--- src/rtl/act_writeback.sv ---
// act_writeback: packs post-ReLU conv bytes or serializes mul tiles into output activation SRAM writes
`ifndef CONV
`define CONV 1'b0
`endif
`ifndef MUL
`define MUL 1'b1
`endif
module act_writeback #(
  parameter int HEIGHT = 8,
  parameter int WIDTH = 8,
  parameter int DATA_WIDTH = 8,
  parameter int ADDR_WIDTH = 12
) (
  input  logic                                clk,
  input  logic                                nrst,
  input  logic                                load_layer_info,
  input  logic                                op_sel,
  input  logic [ADDR_WIDTH-1:0]               out_base_addr,
  input  logic [3:0]                          mul_b_w,
  input  logic [3:0]                          mul_b_h,
  input  logic                                conv_iv,
  input  logic [DATA_WIDTH-1:0]               conv_id,
  input  logic                                mul_iv,
  input  logic [HEIGHT*WIDTH*DATA_WIDTH-1:0]  mul_id,
  input  logic                                flush,
  output logic                                mul_ready,
  output logic                                mem_we,
  output logic [ADDR_WIDTH-1:0]               mem_addr,
  output logic [WIDTH*DATA_WIDTH-1:0]         mem_wd,
  output logic [WIDTH-1:0]                    mem_wstrb,
  output logic                                layer_done,
  output logic                                overflow_err
);
  localparam int CW = $clog2(WIDTH + 1);
  localparam int RW = $clog2(HEIGHT + 1);
  localparam int LW = $clog2(WIDTH);
  localparam int HW = $clog2(HEIGHT);
  localparam int WW = WIDTH * DATA_WIDTH;

  typedef enum logic [1:0] {IDLE, WRITE, DONE_WAIT} state_t;

  state_t                           state_q, state_d;
  logic                             op_q, op_d;
  logic [CW-1:0]                    bw_q, bw_d;
  logic [RW-1:0]                    bh_q, bh_d;
  logic [ADDR_WIDTH-1:0]            addr_q, addr_d;
  logic [CW-1:0]                    cnt_q, cnt_d;
  logic [WIDTH-1:0][DATA_WIDTH-1:0] pack_q, pack_d, pack_new;
  logic                             cwe_q, cwe_d;
  logic [ADDR_WIDTH-1:0]            caddr_q, caddr_d;
  logic [WW-1:0]                    cwd_q, cwd_d;
  logic [WIDTH-1:0]                 cstrb_q, cstrb_d;
  logic                             cpend_q, cpend_d;
  logic                             done_q, done_d;
  logic [RW-1:0]                    row_q, row_d;
  logic [HEIGHT-1:0][WW-1:0]        tile_q, tile_d;
  logic                             fpend_q, fpend_d;
  logic                             ovf_q, ovf_d;
  logic                             rdy_q, rdy_d;
  logic                             conv_take, row_last, mul_we;
  logic [CW-1:0]                    conv_new;
  logic [WIDTH-1:0]                 conv_mask, mul_mask;

  assign conv_take = conv_iv && op_q == `CONV;
  assign conv_new  = cnt_q + CW'(conv_take);
  assign row_last  = row_q == bh_q - RW'(1);
  assign mul_we    = state_q == WRITE;

  // Buffer contents as they would be after this cycle's conv byte lands
  always_comb begin
    pack_new = pack_q;
    if (conv_take) pack_new[cnt_q[LW-1:0]] = conv_id;
  end

  // Lane strobes: filled conv lanes, and the valid b_w columns of a tile row
  always_comb begin
    conv_mask = '0;
    mul_mask  = '0;
    for (int k = 0; k < WIDTH; k++) begin
      conv_mask[k] = CW'(k) < conv_new;
      mul_mask[k]  = CW'(k) < bw_q;
    end
  end

  // Next-state: layer load, conv packing/flush, and the mul tile FSM
  always_comb begin
    state_d = state_q;
    op_d    = op_q;
    bw_d    = bw_q;
    bh_d    = bh_q;
    addr_d  = addr_q;
    cnt_d   = cnt_q;
    pack_d  = pack_q;
    cwe_d   = 1'b0;
    caddr_d = '0;
    cwd_d   = '0;
    cstrb_d = '0;
    cpend_d = 1'b0;
    done_d  = cpend_q;
    row_d   = row_q;
    tile_d  = tile_q;
    fpend_d = fpend_q;
    ovf_d   = ovf_q;
    if (load_layer_info) begin
      op_d    = op_sel;
      bw_d    = mul_b_w == 4'd0 ? CW'(WIDTH) : CW'(mul_b_w);
      bh_d    = mul_b_h == 4'd0 ? RW'(HEIGHT) : RW'(mul_b_h);
      addr_d  = out_base_addr;
      cnt_d   = '0;
      pack_d  = '0;
      ovf_d   = 1'b0;
      state_d = IDLE;
      row_d   = '0;
      fpend_d = 1'b0;
      done_d  = 1'b0;
    end else if (op_q == `CONV) begin
      pack_d = pack_new;
      cnt_d  = conv_new;
      if (conv_new == CW'(WIDTH) || (flush && conv_new != '0)) begin
        cwe_d   = 1'b1;
        caddr_d = addr_q;
        cwd_d   = pack_new;
        cstrb_d = conv_mask;
        cpend_d = flush;
        addr_d  = addr_q + ADDR_WIDTH'(1);
        cnt_d   = '0;
        pack_d  = '0;
      end else if (flush) begin
        done_d = 1'b1;
      end
    end else begin
      if (mul_iv && !rdy_q) ovf_d = 1'b1;
      if (state_q == IDLE) begin
        if (mul_iv && rdy_q) begin
          tile_d  = mul_id;
          row_d   = '0;
          fpend_d = flush;
          state_d = WRITE;
        end else if (flush) begin
          done_d = 1'b1;
        end
      end else if (state_q == WRITE) begin
        row_d   = row_q + RW'(1);
        fpend_d = fpend_q | flush;
        if (row_last) begin
          row_d   = '0;
          addr_d  = addr_q + ADDR_WIDTH'(bh_q);
          fpend_d = 1'b0;
          state_d = (fpend_q || flush) ? DONE_WAIT : IDLE;
        end
      end else begin
        state_d = IDLE;
      end
    end
  end

  assign rdy_d = state_d == IDLE;

  // State registers; reset abandons any tile in flight
  always_ff @(posedge clk or negedge nrst) begin
    if (!nrst) begin
      state_q <= IDLE;
      op_q    <= 1'b0;
      bw_q    <= '0;
      bh_q    <= '0;
      addr_q  <= '0;
      cnt_q   <= '0;
      pack_q  <= '0;
      cwe_q   <= 1'b0;
      caddr_q <= '0;
      cwd_q   <= '0;
      cstrb_q <= '0;
      cpend_q <= 1'b0;
      done_q  <= 1'b0;
      row_q   <= '0;
      tile_q  <= '0;
      fpend_q <= 1'b0;
      ovf_q   <= 1'b0;
      rdy_q   <= 1'b0;
    end else begin
      state_q <= state_d;
      op_q    <= op_d;
      bw_q    <= bw_d;
      bh_q    <= bh_d;
      addr_q  <= addr_d;
      cnt_q   <= cnt_d;
      pack_q  <= pack_d;
      cwe_q   <= cwe_d;
      caddr_q <= caddr_d;
      cwd_q   <= cwd_d;
      cstrb_q <= cstrb_d;
      cpend_q <= cpend_d;
      done_q  <= done_d;
      row_q   <= row_d;
      tile_q  <= tile_d;
      fpend_q <= fpend_d;
      ovf_q   <= ovf_d;
      rdy_q   <= rdy_d;
    end
  end

  assign mul_ready    = rdy_q;
  assign mem_we       = cwe_q | mul_we;
  assign mem_addr     = mul_we ? addr_q + ADDR_WIDTH'(row_q) : caddr_q;
  assign mem_wd       = mul_we ? tile_q[row_q[HW-1:0]] : cwd_q;
  assign mem_wstrb    = mul_we ? mul_mask : cstrb_q;
  assign layer_done   = done_q | (state_q == DONE_WAIT);
  assign overflow_err = ovf_q;
endmodule
--- config.mk ---
export PLATFORM = sky130hd
export DESIGN_NAME = act_writeback
export DESIGN_NICKNAME = d
export VERILOG_FILES = /design/src/rtl/act_writeback.sv
export SDC_FILE = /design/constraint.sdc
export NUM_CORES = 1
export LEC_CHECK = 0
export CAP_MARGIN = 20
export CORE_AREA = 2 2 263 265
export DETAILED_ROUTE_END_ITERATION = 7
export DIE_AREA = 0 0 265 267
export HOLD_SLACK_MARGIN = 0.03
export MAX_ROUTING_LAYER = met4
export PLACE_DENSITY = 0.84
export SLEW_MARGIN = 5
export SYNTH_ARGS = -nofsm -noshare
export SYNTH_HDL_FRONTEND = slang
export SYNTH_SLANG_ARGS = --single-unit
export TNS_END_PERCENT = 20
--- constraint.sdc ---
create_clock -name clk -period 3.1 [get_ports clk]
set_input_delay 0.62 -clock clk [delete_from_list [all_inputs] [get_ports clk]]
set_output_delay 0.62 -clock clk [all_outputs]
set_load 0.005 [all_outputs]
# [Word-level counts from Yosys, hierarchy flattened]
# Index checks and enable logic that the tools add are counted.
[totals] register_bits=697 out_inout_bits=88
[op_classes] add_sub_neg=6 n_lt_le_gt_ge=19 n_eq_ne=9 mux=66 bitwise_logic=5 n_reduce_logical=21
[op_table] operator="64-bit two-way mux" n=9
[op_table] operator="64-bit binary-select mux with 3-bit select" n=1
[op_table] operator="12-bit two-way mux" n=10
[op_table] operator="64-bit bitwise mux" n=1
[op_table] operator="4-bit two-way mux" n=11
[op_table] operator="8-bit two-way mux" n=5
[op_table] operator="3-bit by 4-bit less-than comparator with 1-bit output, first input constant" n=8
[op_table] operator="12-bit by 4-bit adder with 12-bit output" n=2
[op_table] operator="8-bit demux with 3-bit select" n=1
[op_table] operator="1-bit two-way mux" n=21
[op_table] operator="1-bit by 4-bit less-than comparator with 1-bit output, first input constant" n=4
[op_table] operator="2-bit by 4-bit less-than comparator with 1-bit output, first input constant" n=4
[op_table] operator="2-bit two-way mux" n=7
[op_table] operator="12-bit by 1-bit adder with 12-bit output, second input constant" n=1
[op_table] operator="3-bit by 2-bit inequality test with 1-bit output, second input constant" n=3
[op_table] operator="4-bit zero test" n=2
[op_table] operator="3-bit by 4-bit less-than comparator with 1-bit output, second input constant" n=2
[op_table] operator="4-bit AND reduction" n=2
[op_table] operator="3-bit nonzero test" n=2
[op_table] operator="1-bit logical AND" n=5
[op_table] operator="4-bit by 1-bit adder with 4-bit output" n=1
[op_table] operator="4-bit by 1-bit adder with 4-bit output, second input constant" n=1
[op_table] operator="4-bit equality test" n=1
[op_table] operator="4-bit equality test, second input constant" n=1
[op_table] operator="other kinds (15)" n=21

# [Longest topological paths before layout]
[logic_depth] ltp_word=9 mapped_depth=11 mapped_depth_nobuf=9

# [Worst setup path after synthesis]
# Ideal clock, no wire load.
[synth_timing] kind="register -> output" start="register row_q[1]" end="output mem_addr[10]" arrival_time_ns=2.420 setup_slack_ns=0.060 stages_incl_launch_ff=11 path_buffers=3 path_cell_list="dfrtp_1 -> buf_2 -> clkbuf_1 -> clkbuf_1 -> inv_1 -> fa_1 -> nor2b_1 -> o21ai_0 -> a211oi_1 -> xnor2_1 -> o21ai_0"
[synth_between] elab_chain_len=2
[synth_lines] item="from (decl)" line="55" source="logic [RW-1:0] row_q, row_d;"
[synth_lines] item="from (signal assigned)" line="194" source="row_q <= row_d;"
[synth_lines] item="12-bit by 4-bit adder with 12-bit output" line="204" source="assign mem_addr = mul_we ? addr_q + ADDR_WIDTH'(row_q) : caddr_q;"
[synth_lines] item="12-bit two-way mux" line="204"
[synth_lines] item="to (decl)" line="28" source="output logic [ADDR_WIDTH-1:0] mem_addr,"
# No other way between the ends.

# [Final worst setup path]
[layout_timing] start="register row_q[0]" end="output mem_wd[23]"
[layout_between] elab_chain_len=3
[layout_lines] item="64-bit binary-select mux with 3-bit select" line="205" source="assign mem_wd = mul_we ? tile_q[row_q[HW-1:0]] : cwd_q;"
[layout_lines] item="64-bit two-way mux (not written as such)" line="205"
[layout_lines] item="64-bit two-way mux" line="205"
[layout_lines] item="to (decl)" line="29" source="output logic [WIDTH*DATA_WIDTH-1:0] mem_wd,"
# No other way between the ends. The select of a mux whose other input is x is not followed.

==> run summary <==
The run finished, with violations left. The checks that failed: negative setup slack. For the worst setup path, the data required time is 2.48 ns. The async set-or-reset flop fraction in the synthesized netlist came out at 100.0%. After clock tree synthesis, the clock-pin slew on the worst setup and hold paths is 0.06 ns.

Ranked by instance count, the synthesized netlist is headed by sky130_fd_sc_hd__dfrtp_1, sky130_fd_sc_hd__mux2_2, sky130_fd_sc_hd__nand2_1. The routed layout has 22.28k vias. The startpoint of the worst hold path is pack_q[47]. The violation count after the first detailed-route iteration is 1715, and the total number of nets in the final design is 3557. The cell type with the largest total area after synthesis is sky130_fd_sc_hd__dfrtp_1. The critical path arrival is 2.62 ns, and the worst reg2reg path depth is 10. Setup violations remaining at the end of the flow were counted as 42.

The worst flop-to-flop path startpoint was row_q[0]. Dividing total power by cell area gives a power density of 645.6 nW/um^2. Across the routed clock network, the largest skew measured is 0.02137 ns. By startpoint and endpoint, the worst setup path is classified as reg2out. The number of warnings issued by yosys was 0; the fraction of layout instances using a drive strength above 1 was 36.80%. The cell area after placement came out at 39950 sq um. The die covers 70760 sq um. The number of flops mapped to enable cells by yosys is 0. Dividing the detail-routed wire length by the instance count gives 24.81 um.

Via count of the first global-routing pass: 24.51k. The clock passes through at most 3 buffers. The x dimension of the die is 265 um. The number of clock sinks seen by CTS came out at 697. For the remaining max-slew budget at the tightest pin, the log shows 27.37%.

The number of nets in the synthesized netlist was 2801. The sequential cells in the finished layout cover a total of 17450 sq um. The filler cells instantiated in the layout total 4816. The tools report the worst setup slack after layout as -0.1381 ns. The tools report the number of nets with antenna violations after routing as 0. The register-to-register path setup slack was 0.26 ns. Counting tap cells, the placed design contains a total of 3739 instances. The tools report the number of buffers added by the clock tree synthesis step as 77. The min-delay analysis places its worst path in the category reg2reg. The run gives 3 as the number of levels in the clock H-tree.

At the pin with the least slew margin, the transition time is 1.086 ns. The footprint of the multi-input gates was 13730 sq um. The worst setup path is launched from a flop. The run gives 0 as the reported max-cap violation count. The global routing stage identified its most utilized layer as met2. The logs give 0 for the total count of max-transition violations in the final report and 8 for the initial antenna violation count.

Terminating pin of the worst hold path: pack_q[47]. The most frequently used cell type in the post-synthesis netlist is sky130_fd_sc_hd__dfrtp_1. Of all nets on the critical path, the largest fanout is 7. The first global-routing pass estimated 147.5 mm of wire. The ratio of final minimum period to clock period came out at 104.5%.

During I/O placement, the number of pins put on the boundary was 635. The clock tree root driver cell was sky130_fd_sc_hd__clkbuf_16. Row generation in the floorplan step produced 96 rows. The tools report the maximum frequency from static timing analysis as 308.8 MHz. After detailed routing, the number of vias per cell comes to 5.651.

Yosys mapped the design onto 70 distinct sky130hd cell types. Across all hold checks on the routed design, the worst slack comes to 0.4972 ns. The met2 global-route usage came out at 45.35%.

Setup repair after global routing could not meet its margin everywhere. Clock latency on the worst-skew pair, taken at its later pin, is 0.61 ns. Relative area change from synthesis to final layout: 37.19%. The logs give 0.9317 for the routability congestion estimate and 67990 sq um for the core box area. The run gives 88 as the largest net degree at the start of global routing. The logs give 97.79 mm for the final wirelength and 0.0004847 V for the worst IR drop on VDD.

Cell count of the worst hold path: 1. Most used flip-flop cell after synthesis: sky130_fd_sc_hd__dfrtp_1. The fraction of synthesized cell area taken by the top area cell type was 55.02%; the total power consumption of the routed design was 28.07 mW.

The number of instances in the synthesized netlist was 2240; the worst-case setup slack after placement was -0.2785 ns. Once the floorplan was initialized, standard cells occupied 46.63% of the core. The count of endpoints failing hold in the final timing report is 0. The critical path starts at row_q[0].

The y dimension of the die works out to 267 um. The met1 demand-to-capacity share in global routing is 35.46%, and the total non-filler cell area in the finished layout is 43490 sq um. For this run, the detailed router's first-pass iteration total came to 5.

The number of input and output port buffers inserted is 634. The reg-to-reg critical path endpoint is addr_q[8]. The run gives 28.31% as the global router's overall resource usage.

The portion of the post-synthesis area used by sequential elements is 55.02%, and the total standard cell area after synthesis is 31700 sq um. The final cell count without fillers was 3942; the count of state elements after synthesis was 697. Yosys attributes the largest share of cell area to sky130_fd_sc_hd__dfrtp_1, sky130_fd_sc_hd__mux2_2, sky130_fd_sc_hd__mux4_2, sky130_fd_sc_hd__mux2i_1, sky130_fd_sc_hd__a22o_1.

Averaged over all synthesized cells, the footprint is 14.15 sq um. TritonCTS built the clock tree. After detailed routing, the number of remaining DRC violations is 0. STA classifies the critical path endpoint as an output pin. The final core area utilization was 63.97%.

For met3 alone, demand over resource in global routing was 5.167%. The final critical path time including I/O delays and setup came out at 3.238 ns. The final total negative setup slack came out at -2.742 ns. The logs give 0 for the final global-route overflow total and 18.18 nW for the leakage power total. The post-DP HPWL is 69.19 mm.
-- where the power goes --
part           internal, mW  leakage (nW)  switching [mW]
registers              11.3          8.64            1.32
clock network          5.57          1.27            3.82
logic                  3.83          8.27            2.23
total                  20.7          18.2            7.37
-- registers in the layout (all words and copies together), names as in the netlist, 4 cells and up --
name	cells
tile_q	512
cwd_q	64
pack_q	64
addr_q	12
caddr_q	12
cstrb_q	8
bh_q	4
bw_q	4
cnt_q	4
row_q	4
-- critical path, stage by stage, from the launching register on --
cell and delay [ns]:
sky130_fd_sc_hd__dfrtp_4 0.52, sky130_fd_sc_hd__buf_12 0.18, sky130_fd_sc_hd__buf_12 0.13, sky130_fd_sc_hd__buf_16 0.14, sky130_fd_sc_hd__buf_4 0.13, sky130_fd_sc_hd__mux4_2 0.46
sky130_fd_sc_hd__mux2i_4 0.20, sky130_fd_sc_hd__o21ai_4 0.09, sky130_fd_sc_hd__buf_2 0.14
-- cell families after synthesis --
family | after synthesis | synth area share, %
compound gates | 258 | 5.747
xor+xnor | 16 | 0.4894
fa+ha+maj | 14 | 0.6000
buf+inv | 187 | 2.601
flops | 697 | 55.02
mux | 763 | 31.21
simple gates | 305 | 4.330
-- per-layer routing --
| layer | vias to the layer above | part of all wire (%) |
|---|---|---|
| li1 | 9721 | - |
| met5 | - | 0 |
| met2 | 879 | 50 |
| met4 | 0 | 4.2 |
| met3 | 235 | 5.8 |
| met1 | 11440 | 40 |
-- final cells by class --
| class | instances | share of cell area [%] |
|---|---|---|
| sequential | 697 | 40.14 |
| multi-input combinational | 1356 | 31.58 |
| timing repair buffer | 843 | 19.61 |
| clock buffer | 106 | 5.078 |
| tap | 882 | 2.538 |
| clock inverter | 29 | 0.8286 |
| inverter | 21 | 0.1813 |
| antenna | 8 | 0.04603 |
-- cells in the final DEF, fill, tap and decap left out, types with 14 or more instances in the layout --
master,count
sky130_fd_sc_hd__nand2_1,138
sky130_fd_sc_hd__dfrtp_1,693
sky130_fd_sc_hd__o21ai_0,35
sky130_fd_sc_hd__inv_1,20
sky130_fd_sc_hd__clkbuf_1,14
sky130_fd_sc_hd__a22o_1,69
sky130_fd_sc_hd__nor2_1,90
sky130_fd_sc_hd__buf_2,36
sky130_fd_sc_hd__buf_12,43
sky130_fd_sc_hd__buf_4,124
sky130_fd_sc_hd__clkinv_2,15
sky130_fd_sc_hd__clkbuf_2,27
sky130_fd_sc_hd__mux2i_1,99
sky130_fd_sc_hd__mux4_2,128
sky130_fd_sc_hd__a21oi_1,37
sky130_fd_sc_hd__clkbuf_16,79
sky130_fd_sc_hd__o21ai_1,41
sky130_fd_sc_hd__mux2_2,519
sky130_fd_sc_hd__buf_6,23
sky130_fd_sc_hd__clkdlybuf4s50_1,550
-- repair_timing --
item | 4_1_cts | 5_1_grt
setup buffers | 34 | 24
gates cloned | 7 | 0
setup endpoints to repair | 84 | 76
pin swaps | 29 | 21
hold endpoints to repair | 4 | 0
hold buffers | 1 | 0
resized for setup | 335 | 113
-- worst max path at each step --
stage | to | cells after the start | slack [ns]
2_1_floorplan | mem_addr[10] | 10 | 0.06
3_3_place_gp | pack_q[47] | 11 | -0.20
3_5_place_dp | pack_q[46] | 11 | -0.28
4_1_cts | mem_wd[26] | 7 | -0.26
5_1_grt | mem_addr[9] | 8 | -0.23
6_report | mem_wd[23] | 8 | -0.14
Note: power is estimated with default switching activity, not from simulation.
